<file path="src/rtl/spi_serializer_if.sv">
// Word-write side and serial-output side of the per-channel transmit serializer.
// The master modport belongs to the word writer; the serializer uses the slave modport.
interface spi_serializer_if;
  logic [15:0] data;
  logic        ena;
  logic        last;
  logic        odd;
  logic        busy;
  logic        ovf;
  logic        tx_data;
  logic        tx_load;
  logic        tx_stop;
  logic        msg_done;

  modport master (
    output data, ena, last, odd,
    input  busy, ovf, tx_data, tx_load, tx_stop, msg_done
  );

  modport slave (
    input  data, ena, last, odd,
    output busy, ovf, tx_data, tx_load, tx_stop, msg_done
  );
endinterface

</file>
<file path="src/rtl/spi_serializer.sv">
// Buffers 16-bit words in a small FIFO and sends them as MSB-first bytes framed by
// tx_load, closing each message with a tx_stop pulse.
module spi_serializer #(
  parameter int FIFO_DEPTH = 16,
  parameter int GAP_CYCLES = 2,
  parameter int STOP_LEN   = 1
) (
  input logic            clk,
  input logic            rst_n,
  spi_serializer_if.slave bus
);

  localparam int PTR_W  = $clog2(FIFO_DEPTH);
  localparam int CNT_W  = PTR_W + 1;
  localparam int GAP_W  = $clog2(GAP_CYCLES + 1);
  localparam int STOP_W = $clog2(STOP_LEN + 1);
  localparam logic [CNT_W-1:0]  DEPTH_C   = CNT_W'(FIFO_DEPTH);
  localparam logic [CNT_W-1:0]  BUSY_TH   = CNT_W'(FIFO_DEPTH - 2);
  localparam logic [GAP_W-1:0]  GAP_LAST  = GAP_W'(GAP_CYCLES - 1);
  localparam logic [STOP_W-1:0] STOP_LAST = STOP_W'(STOP_LEN - 1);

  typedef enum logic [2:0] {ST_IDLE, ST_SHIFT, ST_GAP, ST_WAIT, ST_STOP} state_t;

  logic [17:0]       mem [FIFO_DEPTH];
  logic [PTR_W-1:0]  wr_ptr_reg, rd_ptr_reg;
  logic [CNT_W-1:0]  count_reg, count_next;
  logic              busy_reg, ovf_reg;
  logic              push, pop;
  logic [17:0]       head;

  state_t            state_reg;
  logic [15:0]       sreg_reg;
  logic [2:0]        bit_cnt_reg;
  logic [GAP_W-1:0]  gap_cnt_reg;
  logic [STOP_W-1:0] stop_cnt_reg;
  logic              hi_byte_reg, cur_last_reg, cur_odd_reg;
  logic              tx_data_reg, tx_load_reg, tx_stop_reg, msg_done_reg;
  logic              gap_done, final_byte;

  assign head       = mem[rd_ptr_reg];
  assign gap_done   = (gap_cnt_reg == GAP_LAST);
  // An ODD-flagged last word ends after its high byte; ODD alone means nothing.
  assign final_byte = cur_last_reg && (!hi_byte_reg || cur_odd_reg);

  always_comb begin
    pop = 1'b0;
    if (count_reg != '0) begin
      case (state_reg)
        ST_IDLE, ST_WAIT: pop = 1'b1;
        ST_GAP:           pop = gap_done && !hi_byte_reg && !cur_last_reg;
        default:          pop = 1'b0;
      endcase
    end
  end

  assign push = bus.ena && ((count_reg != DEPTH_C) || pop);

  always_comb begin
    count_next = count_reg;
    if (push && !pop)
      count_next = count_reg + CNT_W'(1);
    else if (pop && !push)
      count_next = count_reg - CNT_W'(1);
  end

  always_ff @(posedge clk) begin
    if (push)
      mem[wr_ptr_reg] <= {bus.last, bus.odd, bus.data};
  end

  always_ff @(posedge clk or negedge rst_n) begin
    if (!rst_n) begin
      wr_ptr_reg <= '0;
      rd_ptr_reg <= '0;
      count_reg  <= '0;
      busy_reg   <= 1'b0;
      ovf_reg    <= 1'b0;
    end else begin
      if (push)
        wr_ptr_reg <= wr_ptr_reg + PTR_W'(1);
      if (pop)
        rd_ptr_reg <= rd_ptr_reg + PTR_W'(1);
      count_reg <= count_next;
      busy_reg  <= (count_next >= BUSY_TH);
      if (bus.ena && !push)
        ovf_reg <= 1'b1;
    end
  end

  always_ff @(posedge clk or negedge rst_n) begin
    if (!rst_n) begin
      state_reg    <= ST_IDLE;
      sreg_reg     <= '0;
      bit_cnt_reg  <= '0;
      gap_cnt_reg  <= '0;
      stop_cnt_reg <= '0;
      hi_byte_reg  <= 1'b0;
      cur_last_reg <= 1'b0;
      cur_odd_reg  <= 1'b0;
      tx_data_reg  <= 1'b0;
      tx_load_reg  <= 1'b0;
      tx_stop_reg  <= 1'b0;
      msg_done_reg <= 1'b0;
    end else begin
      case (state_reg)
        ST_SHIFT: begin
          sreg_reg <= {sreg_reg[14:0], 1'b0};
          if (bit_cnt_reg == 3'd7) begin
            state_reg   <= ST_GAP;
            gap_cnt_reg <= '0;
            tx_load_reg <= 1'b0;
            tx_data_reg <= 1'b0;
          end else begin
            bit_cnt_reg <= bit_cnt_reg + 3'd1;
            tx_data_reg <= sreg_reg[14];
          end
        end
        ST_GAP: begin
          if (!gap_done) begin
            gap_cnt_reg <= gap_cnt_reg + GAP_W'(1);
          end else if (final_byte) begin
            state_reg    <= ST_STOP;
            stop_cnt_reg <= '0;
            tx_stop_reg  <= 1'b1;
            msg_done_reg <= (STOP_LEN == 1);
          end else if (hi_byte_reg) begin
            // Low byte already sits at the top of the shift register.
            state_reg   <= ST_SHIFT;
            hi_byte_reg <= 1'b0;
            bit_cnt_reg <= '0;
            tx_load_reg <= 1'b1;
            tx_data_reg <= sreg_reg[15];
          end else if (!pop) begin
            state_reg <= ST_WAIT;
          end
        end
        ST_STOP: begin
          if (stop_cnt_reg == STOP_LAST) begin
            state_reg    <= ST_IDLE;
            tx_stop_reg  <= 1'b0;
            msg_done_reg <= 1'b0;
          end else begin
            stop_cnt_reg <= stop_cnt_reg + STOP_W'(1);
            msg_done_reg <= ((stop_cnt_reg + STOP_W'(1)) == STOP_LAST);
          end
        end
        default: ;
      endcase

      // Every pop loads a fresh word and starts its high byte on the same edge.
      if (pop) begin
        state_reg    <= ST_SHIFT;
        sreg_reg     <= head[15:0];
        cur_last_reg <= head[17];
        cur_odd_reg  <= head[16];
        hi_byte_reg  <= 1'b1;
        bit_cnt_reg  <= '0;
        tx_load_reg  <= 1'b1;
        tx_data_reg  <= head[15];
      end
    end
  end

  assign bus.busy     = busy_reg;
  assign bus.ovf      = ovf_reg;
  assign bus.tx_data  = tx_data_reg;
  assign bus.tx_load  = tx_load_reg;
  assign bus.tx_stop  = tx_stop_reg;
  assign bus.msg_done = msg_done_reg;

endmodule

</file>
<file path="src/flat_wrapper.sv">
// flat-port wrapper written by rule: the top's interface ports become plain ports
module spi_serializer_flat 
#(
  parameter int FIFO_DEPTH = 16,
  parameter int GAP_CYCLES = 2,
  parameter int STOP_LEN   = 1
)
  (clk, rst_n, bus_data, bus_ena, bus_last, bus_odd, bus_busy, bus_ovf, bus_tx_data, bus_tx_load, bus_tx_stop, bus_msg_done);
  spi_serializer_if bus_i ();
  input logic clk;
  input logic rst_n;
  input wire logic [$bits(bus_i.data)-1:0] bus_data;
  input wire logic [$bits(bus_i.ena)-1:0] bus_ena;
  input wire logic [$bits(bus_i.last)-1:0] bus_last;
  input wire logic [$bits(bus_i.odd)-1:0] bus_odd;
  output wire logic [$bits(bus_i.busy)-1:0] bus_busy;
  output wire logic [$bits(bus_i.ovf)-1:0] bus_ovf;
  output wire logic [$bits(bus_i.tx_data)-1:0] bus_tx_data;
  output wire logic [$bits(bus_i.tx_load)-1:0] bus_tx_load;
  output wire logic [$bits(bus_i.tx_stop)-1:0] bus_tx_stop;
  output wire logic [$bits(bus_i.msg_done)-1:0] bus_msg_done;
  assign bus_i.data = bus_data;
  assign bus_i.ena = bus_ena;
  assign bus_i.last = bus_last;
  assign bus_i.odd = bus_odd;
  assign bus_busy = bus_i.busy;
  assign bus_ovf = bus_i.ovf;
  assign bus_tx_data = bus_i.tx_data;
  assign bus_tx_load = bus_i.tx_load;
  assign bus_tx_stop = bus_i.tx_stop;
  assign bus_msg_done = bus_i.msg_done;
  spi_serializer #(.FIFO_DEPTH(FIFO_DEPTH), .GAP_CYCLES(GAP_CYCLES), .STOP_LEN(STOP_LEN)) u_core (.clk(clk), .rst_n(rst_n), .bus(bus_i));
endmodule
</file>
<file path="config.mk">
export PLATFORM = sky130hd
export DESIGN_NAME = spi_serializer_flat
export DESIGN_NICKNAME = d
export VERILOG_FILES = /design/src/rtl/spi_serializer_if.sv /design/src/rtl/spi_serializer.sv /design/src/flat_wrapper.sv
export SDC_FILE = /design/constraint.sdc
export NUM_CORES = 1
export LEC_CHECK = 0
export CELL_PAD_IN_SITES_DETAIL_PLACEMENT = 0
export CELL_PAD_IN_SITES_GLOBAL_PLACEMENT = 1
export CORE_UTILIZATION = 40
export DETAILED_ROUTE_END_ITERATION = 7
export PLACE_DENSITY = 0.67
export SLEW_MARGIN = 20
export SYNTH_ARGS = -nofsm -noshare
export SYNTH_HDL_FRONTEND = slang
export SYNTH_SLANG_ARGS = --single-unit
</file>
<file path="constraint.sdc">
create_clock -name clk -period 8.28 [get_ports clk]
set_input_delay 1.242 -clock clk [delete_from_list [all_inputs] [get_ports clk]]
set_output_delay 1.242 -clock clk [all_outputs]
set_load 0.05 [all_outputs]
</file>
## Word level (Yosys, flattened, before mapping)

Memory sizes are Yosys's and may differ from the RTL's.
Index checks and enable logic that the tools add are counted.

| cells by class | value |
|---|---|
| add/subtract/negate cells | 7 |
| magnitude comparators | 1 |
| equal/unequal tests | 19 |
| muxes and demuxes | 50 |
| bitwise operators | 1 |
| reduce and logical (&&, ||, !) cells | 31 |

Operators by type and width:

| cell | count |
|---|---|
| 16-bit two-way mux | 2 |
| 3-bit two-way mux | 10 |
| 1-bit two-way mux | 24 |
| 1-bit case mux with 2 select lines | 6 |
| 4-bit AND reduction | 3 |
| 5-bit two-way mux | 2 |
| 5-bit AND reduction | 2 |
| 2-bit nonzero test | 5 |
| 3-bit by 1-bit inequality test with 1-bit output, second input constant | 3 |
| 3-bit by 2-bit inequality test with 1-bit output, second input constant | 3 |
| 3-bit case mux with 3 select lines | 1 |
| 3-bit AND reduction | 3 |
| 4-bit by 1-bit adder with 4-bit output, second input constant | 2 |
| 2-bit by 1-bit inequality test with 1-bit output, second input constant | 4 |
| 1-bit logical AND | 7 |
| 3-bit by 2-bit == test with 1-bit output, second input constant | 2 |
| 3-bit == test, second input constant | 2 |
| 2-bit two-way mux | 3 |
| 3-bit case mux with 2 select lines | 1 |
| 5-bit by 1-bit adder with 5-bit output, second input constant | 1 |
| 5-bit by 4-bit greater-or-equal comparator with 1-bit output, second input constant | 1 |
| 5-bit inequality test, second input constant | 1 |
| 5-bit nonzero test | 1 |
| 5-bit by 1-bit subtractor with 5-bit output, second input constant | 1 |
| other kinds (14) | 19 |

| storage, ports and cells | value |
|---|---|
| bits in registers | 47 |
| memory bits (writable) | 288 |
| bits of input ports | 21 |
| output and inout port bits | 6 |
| word-level logic and storage cells | 127 |
| memories kept | 1 |

Memory list:

| name | depth | bits a word | read ports | clocked after Yosys merged registers in | write ports | line | text |
|---|---|---|---|---|---|---|---|
| u_core.mem | 16 | 18 | 1 | 0 | 1 | spi_serializer.sv:24 | `logic [17:0] mem [FIFO_DEPTH];` |

## Depth between registers and ports, before layout

Gate-level depths: netlist of run 1.

| logic depth | value |
|---|---|
| depth in word-level cells | 12 |
| gate-level depth with buffers | 11 |
| depth with buffers taken out | 8 |

## Least setup slack after synthesis of run 1

Ideal clock, no wire load.

| path | value |
|---|---|
| kind | input to register |
| from | input bus_ena |
| to | memory u_core.mem[1][0] (enable) |
| setup time | 0.439 ns |
| arrival time | 3.443 ns |
| data required time | 7.841 ns |
| setup slack | 4.398 ns |
| cell stages on the path | 3 |
| path buffers | 1 |
| cell sequence | clkbuf_1 o21ai_2 nor4_1 |

| between the ends | value |
|---|---|
| longest elaborated chain between the ends | 3 |

RTL lines:

| what | line | text |
|---|---|---|
| start, declared | flat_wrapper.sv:13 | `input wire logic [$bits(bus_i.ena)-1:0] bus_ena;` |
| 1-bit logical AND | spi_serializer.sv:56 | `assign push = bus.ena && ((count_reg != DEPTH_C) \|\| pop);` |
| 1-bit two-way mux | spi_serializer.sv:67 | `if (push)` |
| 1-bit two-way mux (implied by the code) | spi_serializer.sv:68 | `mem[wr_ptr_reg] <= {bus.last, bus.odd, bus.data};` |
| end, declared | spi_serializer.sv:24 |  |

No other way between the ends.

## Worst setup path after layout of run 1

| path | value |
|---|---|
| from | input bus_ena |
| to | memory u_core.mem[15][10] (enable) |

Same word-level chain as after synthesis.

==> results.yml, run 1 <==
critical_path:
  worst-r2r-cell-count: 8
  cp.required_ns: 8.40
  critPathMaxStageDelay_ns: 0.80
  criticalPathCategory: "primary input to flop"
  worstSetupStartpoint: "bus_ena"
  cp-start-kind: "primary input"
  critical_path_arrival_ns: 3.65
  crit_slowest_cell: "nor2_2"
  cpLargestDelayFamily: "simple AND/OR/NAND/NOR gates"
  crit_end: "u_core.mem[15][10]$_DFFE_PP_"
  r2r-start: "u_core.gap_cnt_reg[1]$_DFFE_PN0P_"
  critPathMaxFanout: 18
  reg2reg_setup_slack_ns: 4.95
  worstSetupPathDepth: 5
  end_kind: "flop"
  crit_buf_inv: 2
  timing.critical_path.cells: "clkdlybuf4s50_1, inv_1, nor2_1, nand3_1, nor2_2"
  r2r-end: "u_core.mem[15][10]$_DFFE_PP_"
place:
  place_hpwl_mm: 16.8
  port-buffer-count: 26
  dp.cells: 1106
  gp_congestion: 0.795
  detailedPlace.worstSlack_ns: 4.22
cts:
  postCtsSetupRepairBufs: 0
  htree_num_levels: 2
  clk_path_buf_depth: 3
  hold_buffers: 0
  post_cts.resized_instances: 0
  cts.root.buffer_cell: "clkbuf_16"
  cts_buffers: 35
  cts.reportedPaths.clkPinSlew_ns: 0.06
  worst_skew_late_latency_ns: 0.51
  cts_num_sinks: 334
  cts_tree: "done"
sta:
  slew-limit-headroom_pct: 28.8
  timing_max_transition_violations_final: 0
  worst-slew-pin-transition_ns: 1.07
  finalWorstPathRequiredPeriod_ns: 3.52
  final_min_period_over_clock_period_pct: 42.6
  setup_viol: 0
  max_clock_freq_mhz: 284
  fin_tns_setup_ns: 0
  clock_skew_ns: 0.0196
  setup_ws_ns: 4.76
  hold_violations_final: 0
  rsz_0062_raised_after_global_routing: "false"
yosys:
  synth_cell_types: 45
  synth.top_cells.by_area: "edfxtp_1 65%, mux4_2 15%, dfrtp_1 8.7%"
  synthesis.instances: 663
  yosysTopAreaCellShare_pct: 65.0
  synth_area_per_cell_um2: 20.1
  async_reset_ff_share_pct: 13.8
  number_of_flops_mapped_to_enable_cells_by_yosys: 288
  synth.yosys.warnings: 0
  synth_seq_area_share_pct: 73.7
  ys_ff_latch: 334
  yosys-top-cells-count: "288 x edfxtp_1, 90 x mux4_2, 46 x dfrtp_1, 43 x nand2_1, 21 x o21ai_1"
  synthMostInstantiatedCell: "edfxtp_1"
  dominant_register_cell_in_the_synthesized_netlist: "edfxtp_1"
  synth.largest_area_cell: "edfxtp_1"
  summed_instance_area_of_the_synthesized_netlist_um2: 13300
  syn_nets: 695
routing:
  initialDrtViolationCount: 508
  drtAntennaViolNets: 0
  route.detailed.vias_per_inst: 5.29
  wl_per_cell_um: 22.5
  postRouteWirelength_mm: 26.3
  drtPass1Iterations: 5
  detailroute.via_count: 6190
  drt_drc_violations_left: 0
job:
  drv_cap: 0
power:
  combinationalPowerShare_pct: 30.0
  net-switching-power_mw: 1.66
  power.density_cell_area_nw_per_um2: 354
  p_leak_nw: 4.97
  power_frac_clock_pct: 27.4
  p_int_mw: 3.69
  p_seq_share_pct: 42.6
  report.power.total_mw: 5.35
  switching_share_pct: 31.1
  worst_ir_drop_vdd_uv: 200
hold_path:
  hold_class: "flop to flop"
floorplan:
  fp.dieArea_um2: 34000
  floorplan.die.height_um: 184
  die_x_um: 184
  ios: 27
  placement_rows: 66
  coreArea_um2: 32600
  start_util_pct: 40.8
cells_and_area:
  area_growth_pct: 13.5
  layout-drive-gt1-share_pct: 22.6
  layoutNonFillerInstCount: 1170
  post-route-util_pct: 46.3
  finalNetCount: 733
  flip_flop_count_of_the_largest_register_all_copies_and_words_added: 288
grt:
  grt_start_max_net_pins: 73
  grt_pass1_vias: 6438
  global_route_wire_length_before_repair_mm: 40.2
  track_usage_pct: 16.3
  grt_antenna_before_repair: 1
  gr-total-overflow: 0
outcome:
  outcome: "complete, no violations"
[power groups by stage]
stage | Combinational (mW) | Clock [mW] | Sequential (mW)
floorplan | 1.25 | 0 | 2.24
global placement | 1.59 | 0 | 2.30
detailed placement | 1.62 | 0 | 2.31
CTS | 1.63 | 1.50 | 2.28
global route | 1.74 | 1.57 | 2.31
finish | 1.60 | 1.47 | 2.28
[layout by cell type, fill, tap and decap left out, types with 2 or more instances in the layout]
cell,Yosys,final
dfrtp_1,46,44
nor2_1,10,6
xor2_1,2,2
nor3b_1,4,4
clkbuf_1,15,9
ha_1,11,11
inv_1,12,12
and2_1,9,9
clkinv_1,0,6
xnor2_1,7,7
a21o_1,2,2
nor4_2,0,4
nand4_1,6,6
clkinvlp_4,0,2
o21ai_1,21,21
and3_1,2,2
o21ai_0,17,17
inv_6,0,3
nor2b_1,4,3
o21ai_2,2,2
clkbuf_16,0,36
clkdlybuf4s50_1,0,25
nand2b_1,5,5
mux4_2,90,90
clkbuf_8,0,2
nand2_1,43,43
nor2_2,1,5
o22a_1,2,2
buf_4,2,8
edfxtp_1,288,288
mux2i_1,16,16
nand3_1,8,8
nor3_1,2,2
clkinv_2,0,3
[worst register-to-register path, cell delays in order, from the launching register on]
cell and delay [ns]:
dfrtp_1 0.38, inv_1 0.06, ha_1 0.21, nor3b_1 0.23, o211a_1 0.45, nor2_1 0.16
nor2_1 0.35, nand3_1 0.29, nor2_2 0.80
[cells by family (layout without fill, tap and decap cells)]
family                     Yosys count  in the layout  synth area share [%]
DFF                                334            334                  73.7
xor gates and xnor gates             9              9                 0.592
adders and majority gates           11             11                  1.03
and+or+nand+nor                    106            106                  4.04
muxes                              106            106                  16.4
other                                0              1                     0
buffers and inverters               45            109                  1.83
AOI/OAI and AO/OA                   52             52                  2.41
[per-layer routing]
metal  vias to the layer above  track usage, %  share of wire [%]
li1                       2757               -                  -
met1                      3234            24.1                 46
met2                       167            25.0                 47
met3                        32            3.18                5.9
met4                         0            3.87                1.5
met5                         -               0                  0
[stage by stage]
| stage | instance area, µm² | hold slack (ns) |
|---|---|---|
| 2_1_floorplan | 13300 | 0.460 |
| 4_1_cts | 15100 | 0.468 |
| 3_3_place_gp | 14000 | 0.445 |
| 6_report | 15100 | 0.459 |
| 5_1_grt | 15100 | 0.491 |
| 3_5_place_dp | 14000 | 0.457 |
[worst min path at each step]
| stage | slack (ns) | cells past startpoint | end | from |
|---|---|---|---|---|
| detailed placement | 0.46 | 1 | u_core.bus.ovf$_DFFE_PN0P_ | u_core.bus.ovf$_DFFE_PN0P_ |
| global placement | 0.44 | 1 | u_core.bus.ovf$_DFFE_PN0P_ | u_core.bus.ovf$_DFFE_PN0P_ |
| finish | 0.46 | 1 | u_core.bus.ovf$_DFFE_PN0P_ | u_core.bus.ovf$_DFFE_PN0P_ |
| global route | 0.49 | 1 | u_core.bus.ovf$_DFFE_PN0P_ | u_core.bus.ovf$_DFFE_PN0P_ |
| CTS | 0.47 | 1 | u_core.bus.ovf$_DFFE_PN0P_ | u_core.bus.ovf$_DFFE_PN0P_ |
| floorplan | 0.46 | 2 | u_core.bit_cnt_reg[1]$_DFFE_PN0P_ | u_core.bit_cnt_reg[1]$_DFFE_PN0P_ |
[layout make-up]
cell class / count / area (µm²)
inverters: 12 / 45.0
diodes: 1 / 2.50
fillers: 2685 / 17500
clock buffers: 47 / 962
clock inverters: 16 / 115
repair buffers: 34 / 315
flip-flops and latches: 334 / 9800
well taps: 442 / 553
multi-input cells: 284 / 3300
Note: power is estimated with default switching activity, not from simulation.
==> run 2, diff against run 1 <==
--- a/config.mk
+++ b/config.mk
@@ -9,7 +9,7 @@
 export CELL_PAD_IN_SITES_GLOBAL_PLACEMENT = 1
 export CORE_UTILIZATION = 40
 export DETAILED_ROUTE_END_ITERATION = 7
-export PLACE_DENSITY = 0.67
+export PLACE_DENSITY = 0.69
 export SLEW_MARGIN = 20
 export SYNTH_ARGS = -nofsm -noshare
 export SYNTH_HDL_FRONTEND = slang
==> constraint.sdc (replaced) <==
create_clock -name clk -period 3.2 [get_ports clk]
set_input_delay 0.48 -clock clk [delete_from_list [all_inputs] [get_ports clk]]
set_output_delay 0.48 -clock clk [all_outputs]
set_load 0.05 [all_outputs]
==> run 2 against run 1 <==
  * The run now ends with negative hold slack left
  * Utilization up 0.72 points
  * Clock skew decreased by 0.0084 ns
  * Sequential power rose to 2.6 times the previous value
  * Cell count increased by 2.0%
  * Via count is 3.2% higher
  * Largest cell class unchanged
  * Largest power group unchanged
  * Highest routed layer unchanged
==> results.yml, run 2 (synthesized netlist as in run 1, its figures left out) <==
grt:
  track_usage_pct: 16.1
  grt_pass1_vias: 6614
  gr-total-overflow: 0
  grt_start_max_net_pins: 73
  grt_antenna_before_repair: 0
  global_route_wire_length_before_repair_mm: 40.2
critical_path:
  critical_path_arrival_ns: 3.03
  r2r-end: "u_core.mem[11][8]$_DFFE_PP_"
  cp.required_ns: 3.37
  end_kind: "flop"
  reg2reg_setup_slack_ns: 0.35
  worst-r2r-cell-count: 8
  cp-start-kind: "flop"
  critPathMaxFanout: 18
  criticalPathCategory: "flop to flop"
  r2r-start: "u_core.gap_cnt_reg[1]$_DFFE_PN0P_"
power:
  switching_share_pct: 30.6
  report.power.total_mw: 14.0
  worst_ir_drop_vdd_uv: 445
  p_int_mw: 9.74
  power.density_cell_area_nw_per_um2: 915
  power_frac_clock_pct: 27.5
  p_leak_nw: 5.12
  p_seq_share_pct: 42.3
  net-switching-power_mw: 4.30
  combinationalPowerShare_pct: 30.3
cts:
  worst_skew_late_latency_ns: 0.51
  clk_path_buf_depth: 3
  cts_num_sinks: 334
  postCtsSetupRepairBufs: 0
  cts_tree: "done"
  cts.reportedPaths.clkPinSlew_ns: 0.06
  post_cts.resized_instances: 0
  cts.root.buffer_cell: "clkbuf_16"
  htree_num_levels: 2
  cts_buffers: 35
  hold_buffers: 0
sta:
  slew-limit-headroom_pct: 23.6
  hold_violations_final: 32
  fin_worst_hold_slack_ns: -0.0363
  max_clock_freq_mhz: 351
  timing_max_transition_violations_final: 0
  finalWorstPathRequiredPeriod_ns: 2.85
  rsz_0062_raised_after_global_routing: "false"
  final_min_period_over_clock_period_pct: 89.2
  setup_viol: 0
  worst-slew-pin-transition_ns: 1.15
  clock_skew_ns: 0.0112
floorplan:
  placement_rows: 66
  floorplan.die.height_um: 184
  ios: 27
  fp.dieArea_um2: 34000
  start_util_pct: 40.8
  die_x_um: 184
  coreArea_um2: 32600
place:
  dp.cells: 1130
  gp_congestion: 0.841
  place_hpwl_mm: 16.3
  port-buffer-count: 26
cells_and_area:
  finalNetCount: 757
  area_growth_pct: 15.3
  mostFrequentLayoutCells: "288 x edfxtp_1, 90 x mux4_2, 44 x dfrtp_1"
  flip_flop_count_of_the_largest_register_all_copies_and_words_added: 288
  layout-drive-gt1-share_pct: 24.8
  layoutNonFillerInstCount: 1193
  fillerInstances: 2698
  antenna_cells: 0
  mostFrequentLayoutCell: "edfxtp_1"
routing:
  route.detailed.vias_per_inst: 5.35
  drtAntennaViolNets: 0
  wl_per_cell_um: 21.8
  drtPass1Iterations: 5
  detailroute.via_count: 6386
  drt_drc_violations_left: 0
  postRouteWirelength_mm: 26.0
  initialDrtViolationCount: 484
outcome:
  violations: "negative hold slack"
  outcome: "finished, violations left"
hold_path:
  hold_class: "primary input to async pin"
job:
  drv_cap: 0
==> run 2: cell count changes in the layout (fill, tap and decap cells not counted), moves of 2 or more <==
cell,previous run,this run
buf_12,0,3
buf_4,8,30
bufinv_16,1,3
clkbuf_8,2,0
clkinv_1,6,8
clkinv_2,3,5
clkinv_8,0,2
clkinvlp_4,2,0
inv_6,3,1
==> run 2: worst max-delay path by stage <==
stage	start	end	cells past startpoint
global placement	bus_ena	u_core.mem[14][9]$_DFFE_PP_	6
finish	u_core.gap_cnt_reg[1]$_DFFE_PN0P_	u_core.mem[11][8]$_DFFE_PP_	8
CTS	u_core.gap_cnt_reg[1]$_DFFE_PN0P_	u_core.mem[11][7]$_DFFE_PP_	8
global route	u_core.gap_cnt_reg[1]$_DFFE_PN0P_	u_core.mem[6][17]$_DFFE_PP_	8
detailed placement	u_core.gap_cnt_reg[1]$_DFFE_PN0P_	u_core.mem[11][8]$_DFFE_PP_	8
floorplan	u_core.gap_cnt_reg[1]$_DFFE_PN0P_	u_core.mem[1][0]$_DFFE_PP_	7
==> run 2: cell type report <==
class / instances / area, µm² / area share [%]
Tap cell: 442 / 553 / 3.61
Clock buffer: 44 / 910 / 5.93
Clock inverter: 19 / 186 / 1.22
Inverter: 12 / 45.0 / 0.294
Timing Repair Buffer: 58 / 536 / 3.49
Multi-Input combinational cell: 284 / 3300 / 21.5
Sequential cell: 334 / 9800 / 63.9
==> run 2: power groups by stage <==
stage               Sequential [mW]  Combinational, mW  Clock, mW
floorplan                      5.80               3.24          0
global placement               5.99               4.25          0
detailed placement             6.02               4.32          0
CTS                            5.94               4.32       3.95
global route                   6.01               4.64       4.11
finish                         5.93               4.25       3.86
==> run 2: worst max-delay path: stages (launching register included) <==
cell and delay, ns:
dfrtp_1 0.38, inv_1 0.06, ha_1 0.20, nor3b_1 0.28
o211a_1 0.43, o21ai_2 0.24, nor3b_1 0.40, and2_1 0.20
buf_4 0.33
==> run 2: layer usage <==
layer	GRT usage, %	vias up	wire length (µm)
met2	26.0	172	12800
met4	5.63	0	688
li1	-	2805	-
met1	22.2	3366	11300
met5	0	-	0
met3	2.65	43	1260
==> run 2: through the flow <==
step                util, %  setup slack, ns  setup TNS, ns  instance area, µm²  hold slack, ns
detailed placement     43.7            0.386              0               14200           0.473
global placement       43.7            0.558              0               14200           0.472
global route           47.0            0.142              0               15300          0.0135
finish                 47.0            0.347              0               15300         -0.0363
floorplan                 -           -0.243         -17.51               13300           0.184
CTS                    47.0            0.346              0               15300           0.174
